$ cat src/rtl/hazard_pkg.sv
// hazard_pkg: shared constants for the hazard controller.
//   REG_W         register-number width
//   TW_DEF        default Tuse/Tnew field width
//   MULT_CYC_DEF  default multiply busy cycles
//   DIV_CYC_DEF   default divide busy cycles
//   FWD_RF        forward-select code meaning "take the register file value"
package hazard_pkg;
  localparam int REG_W        = 5;
  localparam int TW_DEF       = 2;
  localparam int MULT_CYC_DEF = 5;
  localparam int DIV_CYC_DEF  = 10;
  localparam int FWD_RF       = 0;

  function automatic int max_int(input int a, input int b);
    return (a > b) ? a : b;
  endfunction
endpackage

$ cat src/rtl/hazard_stage_cmp.sv
// hazard_stage_cmp: compares one D-stage source register against one producer stage.
// Ports:
//   i_src     D-stage source register number (rs or rt)
//   i_wr_num  producer stage destination register
//   i_wr_en   producer stage register-write enable
//   i_tnew    producer Tnew (cycles until its result exists)
//   i_tuse    consumer Tuse (cycles until D needs the operand)
//   o_match   producer writes the register D reads ($zero never matches)
//   o_ready   match and result available now (forwardable)
//   o_stall   match and result will not be ready in time
module hazard_stage_cmp
  import hazard_pkg::*;
#(
  parameter int TW = TW_DEF
) (
  input  logic [REG_W-1:0] i_src,
  input  logic [REG_W-1:0] i_wr_num,
  input  logic             i_wr_en,
  input  logic [TW-1:0]    i_tnew,
  input  logic [TW-1:0]    i_tuse,
  output logic             o_match,
  output logic             o_ready,
  output logic             o_stall
);

  assign o_match = i_wr_en && (i_wr_num == i_src) && (i_src != '0);
  assign o_ready = o_match && (i_tnew == '0);
  assign o_stall = o_match && (i_tuse < i_tnew);

endmodule

$ cat src/rtl/hazard_unit.sv
// hazard_unit: stall and forwarding control for the D stage of the five-stage pipeline.
// Optional feature macro: HAZARD_MDU_EN (multiply/divide busy tracking and MD stall).
// Ports:
//   clk, reset              clock, synchronous active-high reset (clears MDU counter)
//   d_instr                 D instruction; rs=[25:21], rt=[20:16]
//   d_tuse_rs, d_tuse_rt    Tuse of each source
//   d_is_md                 D instruction uses the MDU / HI / LO
//   wr_num, wr_en, tnew     per-stage producer info, stage 0 = E (youngest)
//   e_md_start, e_md_is_div MDU issue pulse in E and its divide qualifier
//   ifu_stall, d_reg_stall, e_reg_clr  freeze PC, freeze IF/D, bubble into D/E
//   fwd_rs, fwd_rt          forward selects: 0 = register file, i+1 = stage i
//   md_busy                 MDU counter non-zero
module hazard_unit
  import hazard_pkg::*;
#(
  parameter int NSTAGE   = 3,
  parameter int TW       = TW_DEF,
  parameter int MULT_CYC = MULT_CYC_DEF,
  parameter int DIV_CYC  = DIV_CYC_DEF,
  localparam int SW      = $clog2(NSTAGE + 1)
) (
  input  logic                    clk,
  input  logic                    reset,
  input  logic [31:0]             d_instr,
  input  logic [TW-1:0]           d_tuse_rs,
  input  logic [TW-1:0]           d_tuse_rt,
  input  logic                    d_is_md,
  input  logic [NSTAGE*REG_W-1:0] wr_num,
  input  logic [NSTAGE-1:0]       wr_en,
  input  logic [NSTAGE*TW-1:0]    tnew,
  input  logic                    e_md_start,
  input  logic                    e_md_is_div,
  output logic                    ifu_stall,
  output logic                    d_reg_stall,
  output logic                    e_reg_clr,
  output logic [SW-1:0]           fwd_rs,
  output logic [SW-1:0]           fwd_rt,
  output logic                    md_busy
);

  logic [REG_W-1:0]  w_rs;
  logic [REG_W-1:0]  w_rt;
  logic [NSTAGE-1:0] w_match_rs, w_match_rt;
  logic [NSTAGE-1:0] w_ready_rs, w_ready_rt;
  logic [NSTAGE-1:0] w_stall_rs, w_stall_rt;
  logic              w_data_stall;
  logic              w_md_stall;
  logic              w_stall;
  logic              w_unused;

  assign w_rs = d_instr[25:21];
  assign w_rt = d_instr[20:16];

  for (genvar g = 0; g < NSTAGE; g++) begin : g_stage
    hazard_stage_cmp #(.TW(TW)) u_cmp_rs (
      .i_src    (w_rs),
      .i_wr_num (wr_num[REG_W*g +: REG_W]),
      .i_wr_en  (wr_en[g]),
      .i_tnew   (tnew[TW*g +: TW]),
      .i_tuse   (d_tuse_rs),
      .o_match  (w_match_rs[g]),
      .o_ready  (w_ready_rs[g]),
      .o_stall  (w_stall_rs[g])
    );
    hazard_stage_cmp #(.TW(TW)) u_cmp_rt (
      .i_src    (w_rt),
      .i_wr_num (wr_num[REG_W*g +: REG_W]),
      .i_wr_en  (wr_en[g]),
      .i_tnew   (tnew[TW*g +: TW]),
      .i_tuse   (d_tuse_rt),
      .o_match  (w_match_rt[g]),
      .o_ready  (w_ready_rt[g]),
      .o_stall  (w_stall_rt[g])
    );
  end

  assign w_data_stall = |{w_stall_rs, w_stall_rt};

  // Scan oldest to youngest so the youngest ready producer overrides.
  always_comb begin
    fwd_rs = SW'(FWD_RF);
    fwd_rt = SW'(FWD_RF);
    for (int i = NSTAGE - 1; i >= 0; i--) begin
      if (w_ready_rs[i]) fwd_rs = SW'(i + 1);
      if (w_ready_rt[i]) fwd_rt = SW'(i + 1);
    end
  end

`ifdef HAZARD_MDU_EN
  localparam int CW = $clog2(max_int(MULT_CYC, DIV_CYC) + 1);

  logic [CW-1:0] r_md_cnt;

  // A start while already busy simply reloads; that case is illegal upstream.
  always_ff @(posedge clk) begin
    if (reset) begin
      r_md_cnt <= '0;
    end else if (e_md_start) begin
      r_md_cnt <= e_md_is_div ? CW'(DIV_CYC) : CW'(MULT_CYC);
    end else if (r_md_cnt != '0) begin
      r_md_cnt <= r_md_cnt - CW'(1);
    end
  end

  assign md_busy    = (r_md_cnt != '0);
  // The issuing cycle itself must also hold an HI/LO consumer in D.
  assign w_md_stall = d_is_md && (md_busy || e_md_start);
  assign w_unused   = ^{d_instr[31:26], d_instr[15:0], w_match_rs, w_match_rt};
`else
  assign md_busy    = 1'b0;
  assign w_md_stall = 1'b0;
  assign w_unused   = ^{clk, reset, d_is_md, e_md_start, e_md_is_div,
                        d_instr[31:26], d_instr[15:0], w_match_rs, w_match_rt};
`endif

  assign w_stall     = w_data_stall | w_md_stall;
  assign ifu_stall   = w_stall;
  assign d_reg_stall = w_stall;
  assign e_reg_clr   = w_stall;

endmodule

$ cat config.mk
export PLATFORM = sky130hd
export DESIGN_NAME = hazard_unit
export DESIGN_NICKNAME = d
export VERILOG_FILES = /design/src/rtl/hazard_pkg.sv /design/src/rtl/hazard_stage_cmp.sv /design/src/rtl/hazard_unit.sv
export SDC_FILE = /design/constraint.sdc
export NUM_CORES = 1
export LEC_CHECK = 0
export ABC_CLOCK_PERIOD_IN_PS = 2250
export CORE_AREA = 2 2 39 41
export DETAILED_ROUTE_END_ITERATION = 7
export DIE_AREA = 0 0 41 43
export DONT_BUFFER_PORTS = 1
export GPL_TIMING_DRIVEN = 0
export PLACE_DENSITY_LB_ADDON = 0.1
export SKIP_LAST_GASP = 1
export SLEW_MARGIN = 20
export SYNTH_ARGS = -nofsm -noshare
export SYNTH_HDL_FRONTEND = slang
export SYNTH_SLANG_ARGS = --single-unit
$ cat constraint.sdc
create_clock -name vclk -period 2.25
set_input_delay 0.45 -clock vclk [all_inputs]
set_output_delay 0.45 -clock vclk [all_outputs]
set_load 0.05 [all_outputs]
==> impl_metrics.json, run 1 <==
{
  "status": "complete, but fails checks",
  "violations": "negative setup slack",
  "synth_area_per_cell_sq_um": 7.06,
  "cap_violations": 0,
  "final_common_cell": "xor2_1",
  "crit_arrival_ns": 2.37,
  "wl_met3_microns": 177,
  "worst_pin_slew_ns": 0.720,
  "ant_nets": 0,
  "grt_antenna_before_repair": 0,
  "ff_latch_area_sq_um": 0,
  "hold_viol_final": 0,
  "syn-instance-count": 98,
  "core_sq_mm": 0.00138,
  "num_vias": 687,
  "start_kind": "input pin",
  "die_x_microns": 41,
  "drc": 0,
  "ys_seq_area_share_pct": 0,
  "p_leak_uw": 0.000338,
  "critPathMostFrequentCell": "or4_4",
  "grt_pass1_vias": 709,
  "crit_path_top_delay_cell": "nand4_1",
  "ios": 73,
  "n_fill_cell": 134,
  "cpLargestDelayFamily": "simple AND/OR/NAND/NOR gates",
  "cp_max_fo": 4,
  "end_kind": "output port",
  "rsz0062_at_grt": "true",
  "globalplace.congestion": 0.702,
  "slew_viol_final": 0,
  "wirelength_microns": 1750,
  "layout.nets": 174,
  "rows": 14,
  "met1Wirelength_microns": 625,
  "crit_chain": "or4_4, nor2_2, or4_4, o21a_1, nand4_1, buf_6",
  "totalPowerFinal_uw": 125,
  "powerDensity_mw_per_mm2": 145,
  "worstPathRequired_ns": 1.80,
  "wl_met2_microns": 948,
  "dr.max_layer_used": "met3",
  "die_area_sq_mm": 0.00176,
  "period_minus_slack_ns": 2.82,
  "mostFrequentLayoutCells": "xor2_1 (12), xnor2_1 (10), nand2b_1 (9)",
  "mappedNetlistNets": 169,
  "setup_viol": 5,
  "ys_types": 30,
  "synthToLayoutAreaGrowth_pct": 24.6,
  "gr-usage-all-layers_pct": 19.9,
  "fin_ws_ns": -0.571,
  "max_stage_delay_ns": 0.57,
  "final_util_pct": 62.3,
  "hpwl_microns": 1560,
  "avgRoutedWirePerCell_microns": 15.0,
  "drive_above_1_share_pct": 22.8,
  "hold_path_class": "input pin to output port",
  "criticalPathCategory": "input pin to output port",
  "grt_max_degree": 6,
  "synth_warnings": 0,
  "drt_first_iter_violations": 6,
  "portBuffers": 0,
  "worst-path-buf-inv": 1,
  "viasPerCell": 5.87,
  "dieHeight_microns": 43,
  "clock_buffers": 0,
  "grt_pass1_wl_microns": 2590,
  "max_freq_ghz": 0.355,
  "cts_hold_buf": 0,
  "dr.pass1.iters": 4,
  "grt-ovfl-total": 0,
  "seq_cells": 0,
  "start_util_pct": 50.0,
  "antenna_cells": 0,
  "syn_area_sq_um": 692,
  "finalCritPeriodShare_pct": 125,
  "slew_headroom_pct": 51.8,
  "max-vdd-ir-drop_uv": 73.1
}
## per-stage QoR
stage | area [sq um] | TNS, ns | setup slack (ns) | hold slack (ns) | std cells
after floorplan | 747 | -1.45 | -0.530 | 1.13 | 98
after global placement | 767 | -1.91 | -0.618 | 1.16 | 114
after detailed placement | 767 | -1.98 | -0.627 | 1.15 | 114
after CTS | 826 | -1.77 | -0.581 | 1.15 | 117
after global routing | 862 | -1.96 | -0.641 | 1.15 | 117
final | 862 | -1.62 | -0.571 | 1.13 | 117
## routing by layer
layer  up-vias  global-route usage [%]
met2        31                    38.1
met5         -                       0
li1        351                       -
met3         0                    3.66
met1       305                    21.3
met4         0                    2.00
## cells by family after synthesis
kind of cell | share of synthesized area, %
AO/OA/AOI/OAI | 16.3
XOR/XNOR | 34.0
adder cells (fa/ha/maj) | 10.8
buffers and inverters | 6.51
other | 0.542
AND/OR/NAND/NOR | 31.8
## worst paths after layout
kind	startpoint	end	slack (ns)	depth (start not counted)
worst max-delay path	d_instr[17]	e_reg_clr	-0.57	6
worst min-delay path	wr_en[0]	fwd_rs[0]	1.13	2
## area by class of cell
| cell class | instances | area, sq um | area share, % |
|---|---|---|---|
| plain buffers | 3 | 30.0 | 3.48 |
| inverters | 6 | 22.5 | 2.61 |
| multi-input cells | 89 | 763 | 88.5 |
| well taps | 16 | 20.0 | 2.32 |
| repair buffers | 3 | 26.3 | 3.05 |
## what timing repair did
action | in CTS | in global routing
gates resized for setup | 7 | 6
buffers inserted | 3 | 0
endpoints found under the setup margin | 5 | 7
pin swaps | 6 | 4
## cells in the mapped netlist
cell / instances / area, sq um
xnor2_1: 13 / 114
xor2_1: 12 / 105
nand2b_1: 9 / 56.3
a21oi_1: 6 / 30.0
ha_1: 6 / 75.1
inv_1: 6 / 22.5
nor2_1: 6 / 22.5
nand2_1: 5 / 18.8
nand4_1: 4 / 25.0
nor4_1: 4 / 25.0
buf_4: 3 / 22.5
or4_1: 3 / 22.5
and3_1: 2 / 12.5
nand3_1: 2 / 10.0
o21ai_0: 2 / 10.0
a2111o_1: 1 / 11.3
a21boi_1: 1 / 7.51
a21o_1: 1 / 7.51
a22oi_1: 1 / 7.51
a31oi_1: 1 / 6.26
conb_1: 1 / 3.75
nor3_1: 1 / 5.00
o2111ai_1: 1 / 8.76
o211ai_1: 1 / 7.51
o21a_1: 1 / 7.51
o221ai_1: 1 / 8.76
or2_1: 1 / 6.26
or2_2: 1 / 6.26
or4b_1: 1 / 10.0
xor2_2: 1 / 16.3
## power breakdown
part / total, uW / internal (uW) / switching (uW)
Sequential: 0 / 0 / 0
Clock: 0 / 0 / 0
Combinational: 125 / 63.6 / 61.8
Total: 125 / 63.6 / 61.8
Note: power is estimated with default switching activity, not from simulation.
==> run 2: changes to the inputs <==
ABC_CLOCK_PERIOD_IN_PS = 2400   (was 2250)
REMOVE_ABC_BUFFERS = 1   (was default)
clock period = 2.4 ns   (was 2.25 ns; I/O delays follow)
==> run 2 against run 1 <==
The run still ends with negative setup slack left. Global-route usage rose by 1.1 points. Worst hold slack improved by 0.080 ns. Combinational power fell by 13%. Worst setup slack improved by 0.032 ns. Utilization fell by 4.9 points. Die area did not move. Cell area fell by 7.8%. Sequential share of layout area did not move. Final cell count fell by 4.3%. Non-clock buffer count fell by 5.
==> impl_metrics.json, run 2 (synthesized netlist as in run 1, its figures left out) <==
{
  "period_minus_slack_ns": 2.94,
  "cap_violations": 0,
  "rows": 14,
  "worstHoldStart": "wr_en[0]",
  "wl_met2_microns": 966,
  "hold_slack_ns": 1.21,
  "viasPerCell": 6.38,
  "final_common_cell": "xnor2_1",
  "layout.nets": 169,
  "ios": 73,
  "grt_pass1_vias": 706,
  "violations": "negative setup slack",
  "die_area_sq_mm": 0.00176,
  "hold_viol_final": 0,
  "end_kind": "output port",
  "antenna_cells": 0,
  "p_leak_uw": 0.000296,
  "status": "complete, but fails checks",
  "hpwl_microns": 1580,
  "grt_pass1_wl_microns": 2680,
  "portBuffers": 0,
  "grt_max_degree": 6,
  "drive_above_1_share_pct": 15.6,
  "dpl_cell_area_sq_um": 717,
  "grt-ovfl-total": 0,
  "rsz0062_at_grt": "true",
  "core_sq_mm": 0.00138,
  "worstSetupEndpoint": "e_reg_clr",
  "drt_first_iter_violations": 8,
  "dieHeight_microns": 43,
  "powerDensity_mw_per_mm2": 138,
  "worstPathRequired_ns": 1.92,
  "stdcell_area_sq_um": 795,
  "fin_ws_ns": -0.538,
  "grt_antenna_before_repair": 0,
  "max_freq_ghz": 0.340,
  "wl_met3_microns": 208,
  "mostFrequentLayoutCells": "xnor2_1 (13), xor2_1 (11), nand2b_1 (9)",
  "ff_latch_area_sq_um": 0,
  "hold_path_depth": 2,
  "hold_path_class": "input pin to output port",
  "cp_max_fo": 5,
  "gr-usage-all-layers_pct": 21.0,
  "crit_arrival_ns": 2.46,
  "crit_path_top_delay_cell": "nand4_1",
  "dr.max_layer_used": "met4",
  "crit_start": "d_instr[21]",
  "drc": 0,
  "clock_buffers": 0,
  "met1Wirelength_microns": 611,
  "die_x_microns": 41,
  "start_util_pct": 50.0,
  "max-vdd-ir-drop_uv": 49.3,
  "synthToLayoutAreaGrowth_pct": 14.8,
  "cts_post_setup_buffers_inserted": 0,
  "finalCritPeriodShare_pct": 122,
  "num_vias": 714,
  "pre_cts_ws_ns": -0.751,
  "ant_nets": 0,
  "wirelength_microns": 1800,
  "final_util_pct": 57.4,
  "globalplace.congestion": 0.735,
  "seq_cells": 0,
  "dr.pass1.iters": 4,
  "slew_viol_final": 0,
  "crit_chain": "or4_4, nor2_4, nor4_2, a22oi_1, nand4_1, clkbuf_16",
  "max_stage_delay_ns": 0.58,
  "avgRoutedWirePerCell_microns": 16.1,
  "worst_pin_slew_ns": 0.709,
  "slew_headroom_pct": 52.6,
  "criticalPathCategory": "input pin to output port",
  "n_fill_cell": 145,
  "multi_input_area_sq_um": 727,
  "setup_viol": 4,
  "start_kind": "input pin"
}
[run 2: cell count changes in the layout (fill, tap and decap cells not counted), sizes merged]
cell	before	now
clkbuf	0	1
buf	6	0
[run 2: worst min-delay path by stage]
stage | to
CTS | fwd_rs[0]
detailed placement | fwd_rs[0]
finish | fwd_rs[0]
global placement | fwd_rs[1]
global route | fwd_rs[0]
floorplan | fwd_rs[1]
[run 2: critical path: cells and delay by family]
family / cells / cell delay, ns
buffers and inverters: 1 / 0.46
and+or+nand+nor: 4 / 1.35
AOI/OAI and AO/OA: 1 / 0.17
[run 2: layer usage]
layer	vias up	GRT usage (%)
li1	339	-
met4	0	2.00
met2	41	41.9
met3	3	5.76
met1	331	19.7
met5	-	0
[run 2: what timing repair did]
| action | CTS | global route |
|---|---|---|
| gates cloned | 0 | 0 |
| endpoints found under the setup margin | 7 | 5 |
| hold buffers | 0 | 0 |
| pin swaps | 5 | 6 |
| gates resized for setup | 10 | 7 |
[run 2: stage by stage]
| stage | TNS, ns | power, uW | cells |
|---|---|---|---|
| detailed placement | -2.99 | 104 | 112 |
| global placement | -5.01 | 95.6 | 111 |
| global route | -1.62 | 122 | 112 |
| finish | -1.35 | 109 | 112 |
| floorplan | -3.86 | 87.1 | 95 |
| CTS | -1.54 | 109 | 112 |
[run 2: final cells by class]
type | instances | area share [%]
tap | 16 | 2.52
inverter | 6 | 2.83
multi-input combinational | 89 | 91.5
timing repair buffer | 1 | 3.15
[run 2: where the power goes]
group,total (uW),internal [uW],switching (uW)
combinational,109,53.9,55.5
clock,0,0,0
sequential,0,0,0
total,109,53.9,55.5
